### src/rtl/gpr_file_sb.sv
// Register file with two combinational read ports, one byte-masked write port,
// and a per-register saturating pending-write counter for RAW stall detection.
module gpr_file_sb #(
  parameter int DATA_W   = 32,
  parameter int ADDR_W   = 5,
  parameter int PEND_W   = 2,
  parameter int ZERO_REG = 1,
  parameter int BYPASS   = 1
) (
  input  logic                clk,
  input  logic                reset,
  input  logic [ADDR_W-1:0]   ra1,
  input  logic [ADDR_W-1:0]   ra2,
  output logic [DATA_W-1:0]   rd1,
  output logic [DATA_W-1:0]   rd2,
  output logic                busy1,
  output logic                busy2,
  input  logic                we,
  input  logic [ADDR_W-1:0]   wa,
  input  logic [DATA_W-1:0]   wd,
  input  logic [DATA_W/8-1:0] wbe,
  input  logic                iss,
  input  logic [ADDR_W-1:0]   isa,
  output logic                sb_err
);

  localparam int DEPTH = 1 << ADDR_W;
  localparam int NB    = DATA_W / 8;
  localparam logic [PEND_W-1:0] CNT_MAX = {PEND_W{1'b1}};

  logic [DATA_W-1:0] mem_q [DEPTH];
  logic [DATA_W-1:0] mem_d [DEPTH];
  logic [PEND_W-1:0] cnt_q [DEPTH];
  logic [PEND_W-1:0] cnt_d [DEPTH];
  logic              sb_err_q;
  logic              sb_err_d;

  function automatic logic is_zero_reg(input logic [ADDR_W-1:0] a);
    return (ZERO_REG != 0) && (a == '0);
  endfunction

  always_comb begin
    mem_d    = mem_q;
    cnt_d    = cnt_q;
    sb_err_d = sb_err_q;
    for (int a = 0; a < DEPTH; a++) begin
      logic hit_w;
      logic hit_i;
      hit_w = we  && (wa  == ADDR_W'(a)) && !is_zero_reg(ADDR_W'(a));
      hit_i = iss && (isa == ADDR_W'(a)) && !is_zero_reg(ADDR_W'(a));
      if (hit_w) begin
        for (int b = 0; b < NB; b++) begin
          if (wbe[b]) mem_d[a][8*b +: 8] = wd[8*b +: 8];
        end
        if (cnt_q[a] == '0) sb_err_d = 1'b1;
      end
      // A simultaneous issue and retire on one entry cancel out.
      if (hit_i && !hit_w) begin
        if (cnt_q[a] == CNT_MAX) sb_err_d = 1'b1;
        else                     cnt_d[a] = cnt_q[a] + 1'b1;
      end else if (hit_w && !hit_i && (cnt_q[a] != '0)) begin
        cnt_d[a] = cnt_q[a] - 1'b1;
      end
    end
  end

  always_ff @(posedge clk) begin
    if (reset) begin
      for (int a = 0; a < DEPTH; a++) begin
        mem_q[a] <= '0;
        cnt_q[a] <= '0;
      end
      sb_err_q <= 1'b0;
    end else begin
      mem_q    <= mem_d;
      cnt_q    <= cnt_d;
      sb_err_q <= sb_err_d;
    end
  end

  function automatic logic [DATA_W-1:0] read_port(input logic [ADDR_W-1:0] ra);
    logic [DATA_W-1:0] v;
    v = mem_q[ra];
    if ((BYPASS != 0) && !reset && we && (wa == ra)) begin
      for (int b = 0; b < NB; b++) begin
        if (wbe[b]) v[8*b +: 8] = wd[8*b +: 8];
      end
    end
    if (is_zero_reg(ra)) v = '0;
    return v;
  endfunction

  // With bypass, a retire landing this cycle already clears the consumer's stall.
  function automatic logic busy_port(input logic [ADDR_W-1:0] ra);
    logic [PEND_W-1:0] c;
    logic              ret;
    c   = cnt_q[ra];
    ret = (BYPASS != 0) && !reset && we && (wa == ra) && (c != '0);
    return !is_zero_reg(ra) && ((c - PEND_W'(ret)) != '0);
  endfunction

  assign rd1    = read_port(ra1);
  assign rd2    = read_port(ra2);
  assign busy1  = busy_port(ra1);
  assign busy2  = busy_port(ra2);
  assign sb_err = sb_err_q;

endmodule

### config.mk
export PLATFORM = sky130hd
export DESIGN_NAME = gpr_file_sb
export DESIGN_NICKNAME = d
export VERILOG_FILES = /design/src/rtl/gpr_file_sb.sv
export SDC_FILE = /design/constraint.sdc
export NUM_CORES = 2
export LEC_CHECK = 0
export ABC_CLOCK_PERIOD_IN_PS = 3050
export CORE_MARGIN = 2
export CORE_UTILIZATION = 50
export DETAILED_ROUTE_END_ITERATION = 8
export PLACE_DENSITY = 0.72
export SYNTH_ARGS = -nofsm -noshare
export SYNTH_HDL_FRONTEND = slang
export SYNTH_SLANG_ARGS = --single-unit
### constraint.sdc
create_clock -name clk -period 3.05 [get_ports clk]
set_input_delay 0.305 -clock clk [delete_from_list [all_inputs] [get_ports clk]]
set_output_delay 0.305 -clock clk [all_outputs]
set_load 0.02 [all_outputs]
== Word level (Yosys, flattened, before mapping) ==
Cells that the tools add are included.

* $add $sub $neg: 64
* Magnitude comparators: 2
* Eq/ne operators: 126
* Muxes and demuxes: 241
* Bitwise gates (word level): 2
* Reduce and logical (&&, ||, !) cells: 481

{| class="wikitable"
|+ Operators by type and width
! cell !! number
|-
| binary-select mux 32 bit (select 5 bit) || 2
|-
| AND reduction 2 bit || 155
|-
| 2-to-1 mux 32 bit || 8
|-
| 2-to-1 mux 2 bit || 97
|-
| logical AND 1 bit || 162
|-
| == test 5 bit (second input constant) || 32
|-
| nonzero test 2 bit || 66
|-
| 2-to-1 mux 1 bit || 124
|-
| == test 5 x 4 -> 1 bit (second input constant) || 16
|-
| zero test 1 bit || 65
|-
| 2-to-1 mux 8 bit || 8
|-
| adder 2 x 1 -> 2 bit (second input constant) || 31
|-
| == test 2 bit (second input constant) || 31
|-
| zero test 2 bit || 31
|-
| inequality test 2 bit (second input constant) || 31
|-
| subtractor 2 x 1 -> 2 bit (second input constant) || 31
|-
| == test 5 x 3 -> 1 bit (second input constant) || 8
|-
| binary-select mux 2 bit (select 5 bit) || 2
|-
| == test 5 x 2 -> 1 bit (second input constant) || 4
|-
| greater-or-equal comparator 6 bit (second input constant) || 2
|-
| inverter 5 -> 6 bit || 2
|-
| == test 5 x 1 -> 1 bit (second input constant) || 2
|-
| == test 5 bit || 2
|-
| zero test 5 bit || 2
|-
| subtractor 2 x 1 -> 2 bit || 2
|}

* Register bits after elaboration: 1,055
* Input port bits: 60
* Output and inout port bits: 67
* Logic and storage cells: 1,072

== Longest topological paths before layout ==
* Depth in word-level cells: 125
* Gate-level depth with buffers: 9
* Depth with buffers taken out: 6

== Worst setup path after synthesis ==
Ideal clock, no wire load.

* Path type: input to output
* Start: in ra1[1]
* End: out rd1[13]
* Arrival: 2.230 ns
* Data required time: 2.745 ns
* Path slack: 0.515 ns
* Stages on the path: 7
* Path buffers: 4
* Cell sequence: buf_4 buf_2 clkbuf_1 buf_2 mux4_2 a211oi_1 o41ai_1

* Cells in the longest elaborated chain, start to end: 7

{| class="wikitable"
|+ RTL lines
! item !! RTL line !! RTL
|-
| start, declared || 12 || <nowiki>input logic [ADDR_W-1:0] ra1,</nowiki>
|-
| inverter 5 -> 6 bit (not written as such) || 83 || <nowiki>v = mem_q[ra];</nowiki>
|-
| binary-select mux 32 bit (select 5 bit) || 83 ||
|-
| 2-to-1 mux 32 bit (not written as such) (2 in series) || 83 ||
|-
| 2-to-1 mux 8 bit || 86 || <nowiki>if (wbe[b]) v[8*b +: 8] = wd[8*b +: 8];</nowiki>
|-
| 2-to-1 mux 32 bit || 84 || <nowiki>if ((BYPASS != 0) && !reset && we && (wa == ra)) begin</nowiki>
|-
| 2-to-1 mux 32 bit * || 89 || <nowiki>if (is_zero_reg(ra)) v = '0;</nowiki>
|-
| end, declared || 14 || <nowiki>output logic [DATA_W-1:0] rd1,</nowiki>
|}

Every way passes the cells marked *; elsewhere a longest branch is shown, timed or not. The select of a mux whose other input is x is not followed.

== Worst setup path in the final report ==
* Start: reg mem_q[399] (netlist name)
* End: out rd2[15]

* Cells in the longest elaborated chain, start to end: 6

{| class="wikitable"
|+ RTL lines
! item !! RTL line !! RTL
|-
| start, declared || 31 || <nowiki>logic [DATA_W-1:0] mem_q [DEPTH];</nowiki>
|-
| start signal, assigned || 75 || <nowiki>mem_q <= mem_d;</nowiki>
|-
| binary-select mux 32 bit (select 5 bit) * || 83 ||
|-
| 2-to-1 mux 32 bit (not written as such) * (2 in series) || 83 ||
|-
| 2-to-1 mux 8 bit || 86 ||
|-
| 2-to-1 mux 32 bit * || 84 ||
|-
| 2-to-1 mux 32 bit * || 89 ||
|-
| end, declared || 15 || <nowiki>output logic [DATA_W-1:0] rd2,</nowiki>
|}

Marks and branches as above.

==> reports/results.ini <==
[timing]
fin_crit_sh_pct=100
slew_viol_final=0
worst_slew_pin_slew_ps=1210
setup-violations-final=0
finClkSkew_ps=12.7
hold_viol=0
period_needed_ps=3050
relSlewSlack_pct=19.6
layout_setup_ws_ps=0.0542
hold_ws_ps=208
max_freq_ghz=0.328

[floorplanning]
ioPinCount=127
rows=124
core-area_um2=114000
fp.dieH_um=344
dieArea_um2=118000
start_util_pct=50.4
die_w_um=344

[grt]
grt_pass1_vias=52040
grt_use_total_pct=36.3
grt_overflow=0
antenna_found_initial=6
grt_pass1_wl_mm=326
grt_max_degree=215

[synth]
postSynthCellCount=6450
synth_area_um2=57700
yosys_most_used_dff=dfxtp_1
synth_seq_cells=1055
syn_avg_cell_area_um2=8.94
synth_edf_count=0
synthesis.nets=6510
ys_async_sr_fraction_pct=0
yosys_warnings=0
yosysSeqAreaShare_pct=36.6
synth_cell_types=68

[min_path]
min_path_type=in -> reg
holdPathStages=3
hp-start=reset
min_to=mem_q[794]

[cells_and_area]
finalNetCount=6660
layout_commonest_cell=nand2_1
final_layout_size_suffix_gt1_share_pct=23.2
final_area_um2=67900
area_delta_synth_final_pct=17.7
ff_latch_area_um2=21100
multiInputGateArea_um2=34100
fillCellCount=9524
final_cell_mix=nand2_1, dfxtp_1, a21oi_1

[clock_network]
tritoncts=done
numCtsBuffers=108
cts.clk_slew.worst_paths_ps=60
cts.sinks=1055
clk_latency_ps=700
clk_path_buf_depth=3
h-tree-depth=3
cts_root_buf=clkbuf_16

[worst_setup_path]
crit_required_ps=2740
critPathTopFamily=compound AO/OA/AOI/OAI gates
crit_fanout=3
crit_slowest_cell=a211oi_1
max_stage_delay_ps=600
end_kind=primary output
rrSetupSlack_ps=1080
r2r_start=cnt_q[41]
rr_worst_depth=7
crit_top_cell=buf_4
worstPathArrival_ps=2740
start_kind=register
worstPathCellList=mux4_2 -> nor2b_1 -> a211oi_1 -> o31ai_1 -> buf_4 -> buf_4
timing.critical_path.buf_inv=2
critical_path_class=reg -> out
r2r-end=sb_err

[detailed_routing]
highest_layer=met5
vias_per_cell=6.73
wl_met2_mm=94.5
dr.pass1.iters=8
vias=55253
routed_wl_mm=220
wl_met3_mm=29.9
wl_met1_mm=78.4
detail_route.wl_per_cell_um=26.8
drt_iter0_drc=7958
postRouteAntennaNets=0
drc=0

[place]
place_area_um2=63900
post-place-ws_ps=-543
gp_congestion=0.973
dpl.hpwl_mm=149
port_buffers=126

[power]
p_leak_nw=23.7
ir_drop_uv=426
cellPowerDensity_nw_per_um2=466

[status]
status=finished clean

[job]
cap_violations=0

logic make-up after synthesis:
group,Yosys count,synth area share (%)
AO/OA/AOI/OAI,1295,12.6
XOR/XNOR,10,0.152
buffers and inverters,690,4.87
flip-flops,1055,36.6
multiplexers,849,26.3
AND/OR/NAND/NOR,2551,19.5
final cells by class:
| cell class | instances | area share (%) |
|---|---|---|
| Multi-Input combinational cell | 4705 | 50.3 |
| Clock buffer | 142 | 4.53 |
| Antenna cell | 3 | 0.0111 |
| Timing Repair Buffer | 722 | 10.1 |
| Sequential cell | 1055 | 31.1 |
| Inverter | 8 | 0.0442 |
| Clock inverter | 61 | 1.14 |
| Tap cell | 1512 | 2.79 |
state kept, by name (all words and copies together) (netlist names):
name / count
mem_q: 992
cnt_q: 62
sb_err: 1
worst reg2reg max path, cell delays in order, from the launching register on:
cell	delay, ps
dfxtp_1	320
buf_4	150
or3b_2	430
a211oi_1	460
a2111oi_0	130
o2111ai_1	150
nor4b_1	100
a41oi_1	150
cells in the mapped netlist, drive strengths merged (3+ instances only):
| cell type | instances | share of area [%] |
|---|---|---|
| a21oi | 945 | 8.2 |
| and4bb | 3 | 0.065 |
| mux2 | 122 | 2.4 |
| mux4 | 519 | 20 |
| or4 | 3 | 0.039 |
| o21ai | 67 | 0.58 |
| xor2 | 6 | 0.091 |
| mux2i | 208 | 3.6 |
| buf | 205 | 1.7 |
| nor2 | 259 | 1.7 |
| or2 | 22 | 0.24 |
| nor4 | 16 | 0.17 |
| xnor2 | 4 | 0.061 |
| a22o | 44 | 0.67 |
| a21o | 10 | 0.13 |
| o31ai | 29 | 0.38 |
| o22ai | 54 | 0.59 |
| nand4 | 6 | 0.065 |
| clkbuf | 477 | 3.1 |
| a31oi | 22 | 0.24 |
| and3 | 12 | 0.13 |
| o21bai | 6 | 0.078 |
| and2 | 4 | 0.043 |
| nor3 | 10 | 0.087 |
| o32ai | 22 | 0.33 |
| nor2b | 48 | 0.52 |
| a211oi | 29 | 0.38 |
| o211ai | 19 | 0.25 |
| nand2b | 17 | 0.18 |
| and4b | 5 | 0.087 |
| a221oi | 24 | 0.36 |
| dfxtp | 1055 | 37 |
| o41ai | 4 | 0.061 |
| nand4b | 5 | 0.076 |
| o2111ai | 3 | 0.046 |
| nand2 | 1207 | 7.9 |
| nand4bb | 4 | 0.078 |
| inv | 8 | 0.052 |
| or3 | 19 | 0.21 |
| nand3 | 903 | 7.8 |
report_power, final:
group	internal [mW]	switching, mW
Combinational	1.14	2.12
Clock	8.46	6.03
Sequential	13.8	0.0537
metrics by stage:
step | total power, mW | cells | TNS, ps | util [%]
2_1_floorplan | 16.0 | 6450 | 0 | -
4_1_cts | 31.5 | 8205 | 0 | 59.3
3_5_place_dp | 17.4 | 7997 | -10500 | 55.9
5_1_grt | 32.3 | 8205 | -7.07 | 59.4
3_3_place_gp | 17.3 | 7997 | -8170 | 55.9
6_report | 31.6 | 8208 | 0 | 59.4
worst max path at each step:
stage,from,endpoint,slack (ps),depth (start not counted)
after floorplan,ra1[1],rd1[13],520,7
after global placement,ra1[0],rd1[25],-470,8
after detailed placement,ra1[0],rd1[25],-540,8
after CTS,mem_q[775],rd1[7],3,6
after global routing,ra2[0],rd2[15],-7,10
final,mem_q[399],rd2[15],0.05,6
metal layers:
| metal | vias up | global-route usage (%) |
|---|---|---|
| met5 | - | 0 |
| met4 | 10 | 24.2 |
| met3 | 809 | 9.39 |
| met2 | 3844 | 53.2 |
| met1 | 26776 | 47.3 |
| li1 | 23814 | - |
what timing repair did:
item	4_1_cts	5_1_grt
endpoints found under the setup margin	62	36
hold endpoints to repair	33	0
pin swaps	7	4
hold buffers	4	0
resized for setup	137	32
buffers inserted	1	0
Power figures use the tool's default switching activity.
